`config.mk`:
```
export PLATFORM = sky130hd
export DESIGN_NAME = fetch_unit
export DESIGN_NICKNAME = d
export VERILOG_FILES = /design/src/rtl/fetch_pkg.sv /design/src/rtl/fetch_next_pc.sv /design/src/rtl/fetch_unit.sv
export SDC_FILE = /design/constraint.sdc
export NUM_CORES = 1
export LEC_CHECK = 0
export CAP_MARGIN = 20
export CORE_MARGIN = 3
export CORE_UTILIZATION = 50
export CTS_CLUSTER_DIAMETER = 200
export DETAILED_ROUTE_END_ITERATION = 8
export PLACE_DENSITY = 0.87
export SYNTH_ARGS = -nofsm -noshare
export SYNTH_HDL_FRONTEND = slang
export SYNTH_SLANG_ARGS = --single-unit
```
`constraint.sdc`:
```
create_clock -name clk -period 8.2 [get_ports clk]
set_input_delay 0.82 -clock clk [delete_from_list [all_inputs] [get_ports clk]]
set_output_delay 0.82 -clock clk [all_outputs]
set_load 0.005 [all_outputs]
```
`src/rtl/fetch_pkg.sv`:
```
// Shared types and constants for the instruction fetch stage.
package fetch_pkg;

  localparam int XLEN = 32;
  localparam logic [XLEN-1:0] PC_STEP = 32'd4;
  localparam logic [XLEN-1:0] ENTRY_POINT_DEFAULT = 32'h0000_0028;

  typedef enum logic [1:0] {
    ST_IDLE  = 2'd0,
    ST_FETCH = 2'd1,
    ST_WAIT  = 2'd2,
    ST_HOLD  = 2'd3
  } state_e;

endpackage

```
`src/rtl/fetch_next_pc.sv`:
```
// Next-PC selection: interrupt entry beats redirect; also forms the sequential PC.
module fetch_next_pc
  import fetch_pkg::*;
#(
  parameter logic [XLEN-1:0] ENTRY_POINT = ENTRY_POINT_DEFAULT
) (
  input  logic [XLEN-1:0] pc,
  input  logic            int_req,
  input  logic            redirect_valid,
  input  logic [XLEN-1:0] redirect_target,
  output logic            flush,
  output logic [XLEN-1:0] new_pc,
  output logic [XLEN-1:0] seq_pc
);

  logic [XLEN-1:0] target_aligned;

  // Redirect targets are byte addresses; fetch is always word aligned.
  assign target_aligned = redirect_target & ~(XLEN'(3));
  assign flush          = int_req | redirect_valid;
  assign new_pc         = int_req ? ENTRY_POINT : target_aligned;
  assign seq_pc         = pc + PC_STEP;

endmodule

```
`src/rtl/fetch_unit.sv`:
```
// Multi-cycle fetch stage: owns the PC, issues one imem request at a time, holds the word for decode.
module fetch_unit
  import fetch_pkg::*;
#(
  parameter logic [XLEN-1:0] ENTRY_POINT = ENTRY_POINT_DEFAULT
) (
  input  logic            clk,
  input  logic            rst,
  input  logic            int_req,
  input  logic            redirect_valid,
  input  logic [XLEN-1:0] redirect_target,
  output logic            imem_req,
  output logic [XLEN-1:0] imem_addr,
  input  logic            imem_rvalid,
  input  logic [XLEN-1:0] imem_rdata,
  output logic            id_valid,
  input  logic            id_ready,
  output logic [XLEN-1:0] id_ins,
  output logic [XLEN-1:0] id_pc,
  output logic [XLEN-1:0] id_pcp4
);

  state_e          state, state_nx;
  logic [XLEN-1:0] pc, pc_nx;
  logic            kill, kill_nx;
  logic [XLEN-1:0] ins_q, pc_q;
  logic            load_out;
  logic            flush;
  logic            active;
  logic [XLEN-1:0] new_pc, seq_pc;

  fetch_next_pc #(.ENTRY_POINT(ENTRY_POINT)) u_next_pc (
    .pc             (pc),
    .int_req        (int_req),
    .redirect_valid (redirect_valid),
    .redirect_target(redirect_target),
    .flush          (flush),
    .new_pc         (new_pc),
    .seq_pc         (seq_pc)
  );

  always_comb begin
    // NOTE: every variable gets a default before the case so no path leaves it unassigned (no latch).
    state_nx = state;
    pc_nx    = pc;
    kill_nx  = kill;
    load_out = 1'b0;
    case (state)
      ST_IDLE: begin
        state_nx = ST_FETCH;
        if (flush) pc_nx = new_pc;
      end
      ST_FETCH: begin
        if (flush) pc_nx = new_pc;
        else       state_nx = ST_WAIT;
      end
      ST_WAIT: begin
        if (imem_rvalid) begin
          // A flush or an earlier kill makes this response stale.
          if (flush || kill) begin
            kill_nx  = 1'b0;
            state_nx = ST_FETCH;
            if (flush) pc_nx = new_pc;
          end else begin
            load_out = 1'b1;
            pc_nx    = seq_pc;
            state_nx = ST_HOLD;
          end
        end else if (flush) begin
          pc_nx   = new_pc;
          kill_nx = 1'b1;
        end
      end
      ST_HOLD: begin
        if (flush) begin
          pc_nx    = new_pc;
          state_nx = ST_FETCH;
        end else if (id_ready) begin
          state_nx = ST_FETCH;
        end
      end
      default: state_nx = ST_IDLE;
    endcase
  end

  always_ff @(posedge clk or posedge rst) begin
    // NOTE: sequential state uses non-blocking assignments so all registers update from pre-edge values.
    if (rst) begin
      state <= ST_IDLE;
      pc    <= ENTRY_POINT;
      kill  <= 1'b0;
      ins_q <= '0;
      pc_q  <= '0;
    end else begin
      state <= state_nx;
      pc    <= pc_nx;
      kill  <= kill_nx;
      if (load_out) begin
        ins_q <= imem_rdata;
        pc_q  <= pc;
      end
    end
  end

  assign active    = (state != ST_IDLE);
  assign imem_req  = (state == ST_FETCH) && !flush;
  assign id_valid  = (state == ST_HOLD) && !flush;
  assign imem_addr = active ? pc : '0;
  assign id_ins    = active ? ins_q : '0;
  assign id_pc     = active ? pc_q : '0;
  assign id_pcp4   = active ? (pc_q + PC_STEP) : '0;

endmodule
```
After elaboration in Yosys (flattened, before gate mapping)

Cells that the tools add are included.

Reductions and logical operators: 10
Multiplexer cells: 21
Bitwise logic cells: 1
Eq/ne operators: 7
Add/subtract/negate cells: 2

Operator list:

| kind                                                | count |
|---|---|
| two-way mux 32 bit                                  | 8 |
| adder 32 x 3 -> 32 bit, second input constant       | 2 |
| one-hot mux 32 bit (2 select lines)                 | 1 |
| two-way mux 2 bit                                   | 5 |
| one-hot mux 2 bit (4 select lines)                  | 1 |
| two-way mux 1 bit                                   | 6 |
| AND reduction 3 bit                                 | 2 |
| equality test 2 bit, second input constant          | 2 |
| != test 2 bit, second input constant                | 2 |
| nonzero test 2 bit                                  | 2 |
| != test 3 bit, second input constant                | 1 |
| OR reduction 3 bit                                  | 1 |
| equality test 2 x 1 -> 1 bit, second input constant | 1 |
| logical AND 1 bit                                   | 2 |
| zero test 2 bit                                     | 1 |
| != test 2 x 1 -> 1 bit, second input constant       | 1 |
| zero test 1 bit                                     | 1 |
| logical OR 1 bit                                    | 1 |
| OR 1 bit                                            | 1 |

Output and inout port bits: 130
Logic and storage cells: 46
Bits in registers: 99
Bits of input ports: 70

Longest topological paths before layout

Depth in word-level cells: 5
Depth in mapped cells: 8
Gate-level depth less buffers: 7

Hierarchy

Synthesis repeated with hierarchy kept, for this count alone.

Cells, all modules: 660
Area, all modules: 6,236.0 um^2

By module, submodules not included:

| module        | times used | seq. area each (um^2) | cells an instance | area an instance (um^2) |
|---|---|---|---|---|
| fetch_unit    | 1          | 2,479.9               | 540               | 5,431.5 |
| fetch_next_pc | 1          | 0.0                   | 120               | 804.5 |

Worst setup path after synthesis

No wires, ideal clock.

Path kind: reg2out
From: register pc_q[2]
To: output id_pcp4[18]
Arrival time: 1,760 ps
Setup slack: 5,620 ps
Data required time: 7,380 ps
Stages on the path, launching flop included: 7
Buffers on the path: 0
Path through: dfrtp_1 ha_1 nand4_1 nor4_1 nand3_1 xor2_1 nor2_1

Longest elaborated chain between the ends: 2

RTL lines:

| element                  | RTL line          | text |
|---|---|---|
| start: declaration       | fetch_unit.sv:26  | `logic [XLEN-1:0] ins_q, pc_q;` |
| start signal: assignment | fetch_unit.sv:100 | `pc_q <= pc;` |
| adder 32 x 3 -> 32 bit   | fetch_unit.sv:111 | `assign id_pcp4 = active ? (pc_q + PC_STEP) : '0;` |
| two-way mux 32 bit       | fetch_unit.sv:111 |  |
| end: declaration         | fetch_unit.sv:20  | `output logic [XLEN-1:0] id_pcp4` |

No other way between the ends.

Final worst setup path

From: register pc_q[2]
To: output id_pcp4[20]

The elaborated chain is that of the path after synthesis.

==> results <==
- Measured along the y axis, the die boundary spans 114 um.
- Row generation in the floorplan step produced 38 rows.
- The wire length of the first global-routing pass is 26,400 um.
- The leakage power summed over all cells is roughly 3.5 nW.
- Using the TritonRoute via totals, the vias-per-cell ratio works out to 5.51.
- The most critical setup path has its startpoint at pc_q[2].
- The initial utilization of the core area, before any placement, comes to ~53%.
- After clock tree synthesis, the clock-pin slew on the worst setup and hold paths is around 0.070 ns.
- The post-synthesis instance total is 605.
- The DRC violation total after the first TritonRoute iteration is about 440.
- The post-route netlist has 11.7% of its cells at a drive strength greater than 1.
- The number of vias in the routed layout is slightly above 5,000.
- The sequential-to-total area share from yosys stat is 42.4%.
- The transition time of the tightest slew-check pin is 0.882 ns.
- Measured against its own limit, the worst slew margin works out to between 40% and 50%.
- The layout has 795 filler cells.
- Excluding fillers, the count of instances in the completed layout stands at 927.
- Counting tap cells, the placed design contains a total of a little over 900 instances.
- The critical path in this run is classified as flop to primary output.
- The stage delay of the slowest cell on the critical path is 0.78 ns.
- The top fanout value on the critical path is 6.
- The clock drives 99 sinks.
- The core area is around 11,000 sq um.
- The capturing element type of the critical path is a primary output.
- The synthesized area per cell is 9.66 sq um.
- In the synthesized netlist the async set-or-reset flop fraction comes to 100%.
- The end of the worst hold path is ins_q[4].
- Setup repair after global routing left no endpoint under its margin.
- Summed over all layers, the global routing overflow is 0.
- Summed over all layers, the routed wires come to 16,600 um.
- The via count of the first global-routing pass came to 5,107.
- In this run, distinct cell masters in the synthesized netlist total 40.
- The maximum operating frequency is 260 MHz.
- The placer congestion estimate is 0.867.
- The critical register-to-register path endpoint is pc_q[29].
- The post-detailed-route count of antenna-violating nets is 0.
- The register bit total from synthesis is 99.
- The initial antenna violation count is 0.
- The mapped netlist covers 5850 sq um.
- Counting flops with a built-in enable in the synthesized netlist gives 0.
- The worst path arrival time is 3.02 ns.
- In this run the post-CTS setup repair buffer count came out at 0.
- Of the available clock period, the critical path in the final layout requires 46.9%.
- Setup total negative slack on the finished layout was measured at 0 ns.
- The setup slack on the worst flop-to-flop path is 5.86 ns.
- The clock tree root driver cell is sky130_fd_sc_hd__clkbuf_16.
- After detailed routing, the average wire length per cell comes to 17.9 um.
- The final number of hold-violating endpoints is 0.
- The hold path startpoint is ins_q[4].
- The kind of launch point of the worst setup path is a flop.
- IR analysis of the VDD net gives a maximum drop of 0.156 mV.
- The critical-path cell with the highest stage delay is sky130_fd_sc_hd__nor4_1.
- The total of max-cap violations is 0.
- In this run, CTS created clock tree buffers numbering 9.
- The die covers between 10,000 and 15,000 sq um.
- The register cell area after layout is between 2000 and 2500 sq um.
- CTS built an H-tree with a depth of 3.
- The number of instances resized during post-cts repair is 0.
- The run finished with clean final reports.
- The wire-length estimate of the detail-placed layout is 12,200 um.
- The number of search-and-repair iterations in the first detailed-routing pass is 5.
- The post-synth net total is 683.
- Entering global routing, the biggest net connects 127 pins.
- The growth of design area from synthesis to finish is 41.1%.
- For this run, the total global-route usage over all layers was measured as 25.3%.
- The final worst clock skew is between 0.005 and 0.006 ns.
- The multi-input combinational cells in the finished layout cover a total of 3170 sq um.
- The type of the tightest min-delay check is flop to flop.
- The net count of the finished layout is 860.
- At the later pin of the worst-skew pair, clock insertion delay measures ~0.34 ns.
- The number of warnings issued by yosys is 0.
- The number of slew-limit violations in the final report is 0.
- The power per cell area is roughly 220 nW/um^2.
- The routed design could run at a clock period as short as 3.84 ns.
- The post-route DRC violation count is 0.
- The worst reg2reg path startpoint is state[0].
- The diode insertion count for antenna repair is 0.
- Traced cell by cell, the critical path runs through ha_1, nand4_1, nor4_1, nand3_1, xnor2_1, nor2_1, clkdlybuf4s50_1.
- The clock tree from TritonCTS is done.
- For this design, the CTS-stage hold fixing added 0 buffers.
- The number of cells on the worst hold path is 1.
- The number of top-level pins is 200.
- The maximum root-to-sink buffer count is 2.
- The most used flip-flop cell after synthesis is sky130_fd_sc_hd__dfrtp_1.
- The number of cells on the worst reg-to-reg path is 5.
- Measured along the x axis, the die boundary spans 114 um.
- The worst path required time is 7.38 ns.
- Setup violations remaining at the end of the flow were counted as 0.
- Input and output buffers added on the ports amount to 197.
## cells in the mapped netlist (14+ instances only)
cell                       count  area, sq um
sky130_fd_sc_hd__clkbuf_1     27          101
sky130_fd_sc_hd__dfrtp_1      97         2430
sky130_fd_sc_hd__inv_1        14         52.6
sky130_fd_sc_hd__mux2_2       61          687
sky130_fd_sc_hd__nand2_1      29          109
sky130_fd_sc_hd__nand3_1      29          145
sky130_fd_sc_hd__nand4_1      22          138
sky130_fd_sc_hd__nor2_1       53          199
sky130_fd_sc_hd__nor2b_1      91          569
sky130_fd_sc_hd__o22ai_1      14         87.6
sky130_fd_sc_hd__xnor2_1      20          175
sky130_fd_sc_hd__xor2_1       29          254
## cell usage in the layout (no fill, tap or decap), types with 14 or more instances in the layout
cell type | Yosys | routed
sky130_fd_sc_hd__nand4_1 | 22 | 22
sky130_fd_sc_hd__nor2_1 | 53 | 53
sky130_fd_sc_hd__xnor2_1 | 20 | 20
sky130_fd_sc_hd__nor2b_1 | 91 | 91
sky130_fd_sc_hd__clkdlybuf4s50_1 | 0 | 197
sky130_fd_sc_hd__mux2_2 | 61 | 61
sky130_fd_sc_hd__nand2_1 | 29 | 29
sky130_fd_sc_hd__xor2_1 | 29 | 29
sky130_fd_sc_hd__dfrtp_1 | 97 | 97
sky130_fd_sc_hd__nand3_1 | 29 | 29
sky130_fd_sc_hd__o22ai_1 | 14 | 14
## how the worst max path moves through the flow
stage | to | slack, ns | depth (start not counted)
final | id_pcp4[20] | 4.36 | 7
after CTS | id_pcp4[20] | 4.35 | 7
after global placement | imem_req | 4.59 | 4
after floorplan | ins_q[0] | 4.79 | 1
after detailed placement | imem_req | 4.59 | 4
after global routing | id_pcp4[20] | 4.06 | 7
## flip-flops by register name (all words and copies together) (netlist names)
signal,flops
pc_q,32
pc,32
ins_q,32
state,2
kill,1
## layout make-up
type / count / area share, %
Inverter: 15 / 0.713
Clock inverter: 6 / 0.789
Sequential cell: 99 / 30.1
Timing Repair Buffer: 203 / 24.9
Clock buffer: 10 / 2.90
Tap cell: 140 / 2.12
Multi-Input combinational cell: 454 / 38.5
## where the power goes
group          internal (W)  leakage [nW]  total [W]  switching (W)
combinational      0.000415          2.00   0.000715       0.000299
clock              0.000245         0.148   0.000428       0.000183
sequential         0.000584          1.32   0.000691       0.000106
total               0.00124          3.47    0.00183       0.000589
## per-stage QoR
stage	power [W]	setup slack [ns]	instance area, sq um	hold WS, ns	utilization [%]
final	0.00183	4.36	8250	0.501	74.1
after global routing	0.00193	4.06	8250	0.510	74.1
after CTS	0.00182	4.35	8190	0.502	73.6
after detailed placement	0.00139	4.59	7890	0.487	70.9
after global placement	0.00136	4.59	7890	0.481	70.9
after floorplan	0.00101	4.79	5850	0.464	-
## worst max-delay path: cells and delay by family (launching register included)
| family | cells | cell delay [ns] |
|---|---|---|
| XOR/XNOR | 1 | 0.18 |
| flip-flops | 1 | 0.45 |
| AND/OR/NAND/NOR | 4 | 1.29 |
| adder cells (fa/ha/maj) | 1 | 0.26 |
| buffers and inverters | 1 | 0.51 |
## logic make-up (layout without fill, tap and decap cells)
logic type / count (synthesis) / in the layout / share of synthesized area (%)
XOR/XNOR: 49 / 49 / 7.34
multiplexers: 74 / 74 / 14.0
buffers and inverters: 52 / 234 / 3.53
flip-flops: 99 / 99 / 42.4
adder cells (fa/ha/maj): 8 / 8 / 1.71
AO/OA/AOI/OAI: 49 / 49 / 5.09
AND/OR/NAND/NOR: 274 / 274 / 25.9
## per-layer routing
metal / GRT usage (%) / share of wire, % / up-vias
met3: 3.44 / 5.2 / 25
met1: 35.3 / 43 / 2485
met2: 41.4 / 50 / 175
met4: 7.84 / 2.2 / 0
met5: 0 / 0 / -
li1: - / - / 2424
Note: power is estimated with default switching activity, not from simulation.
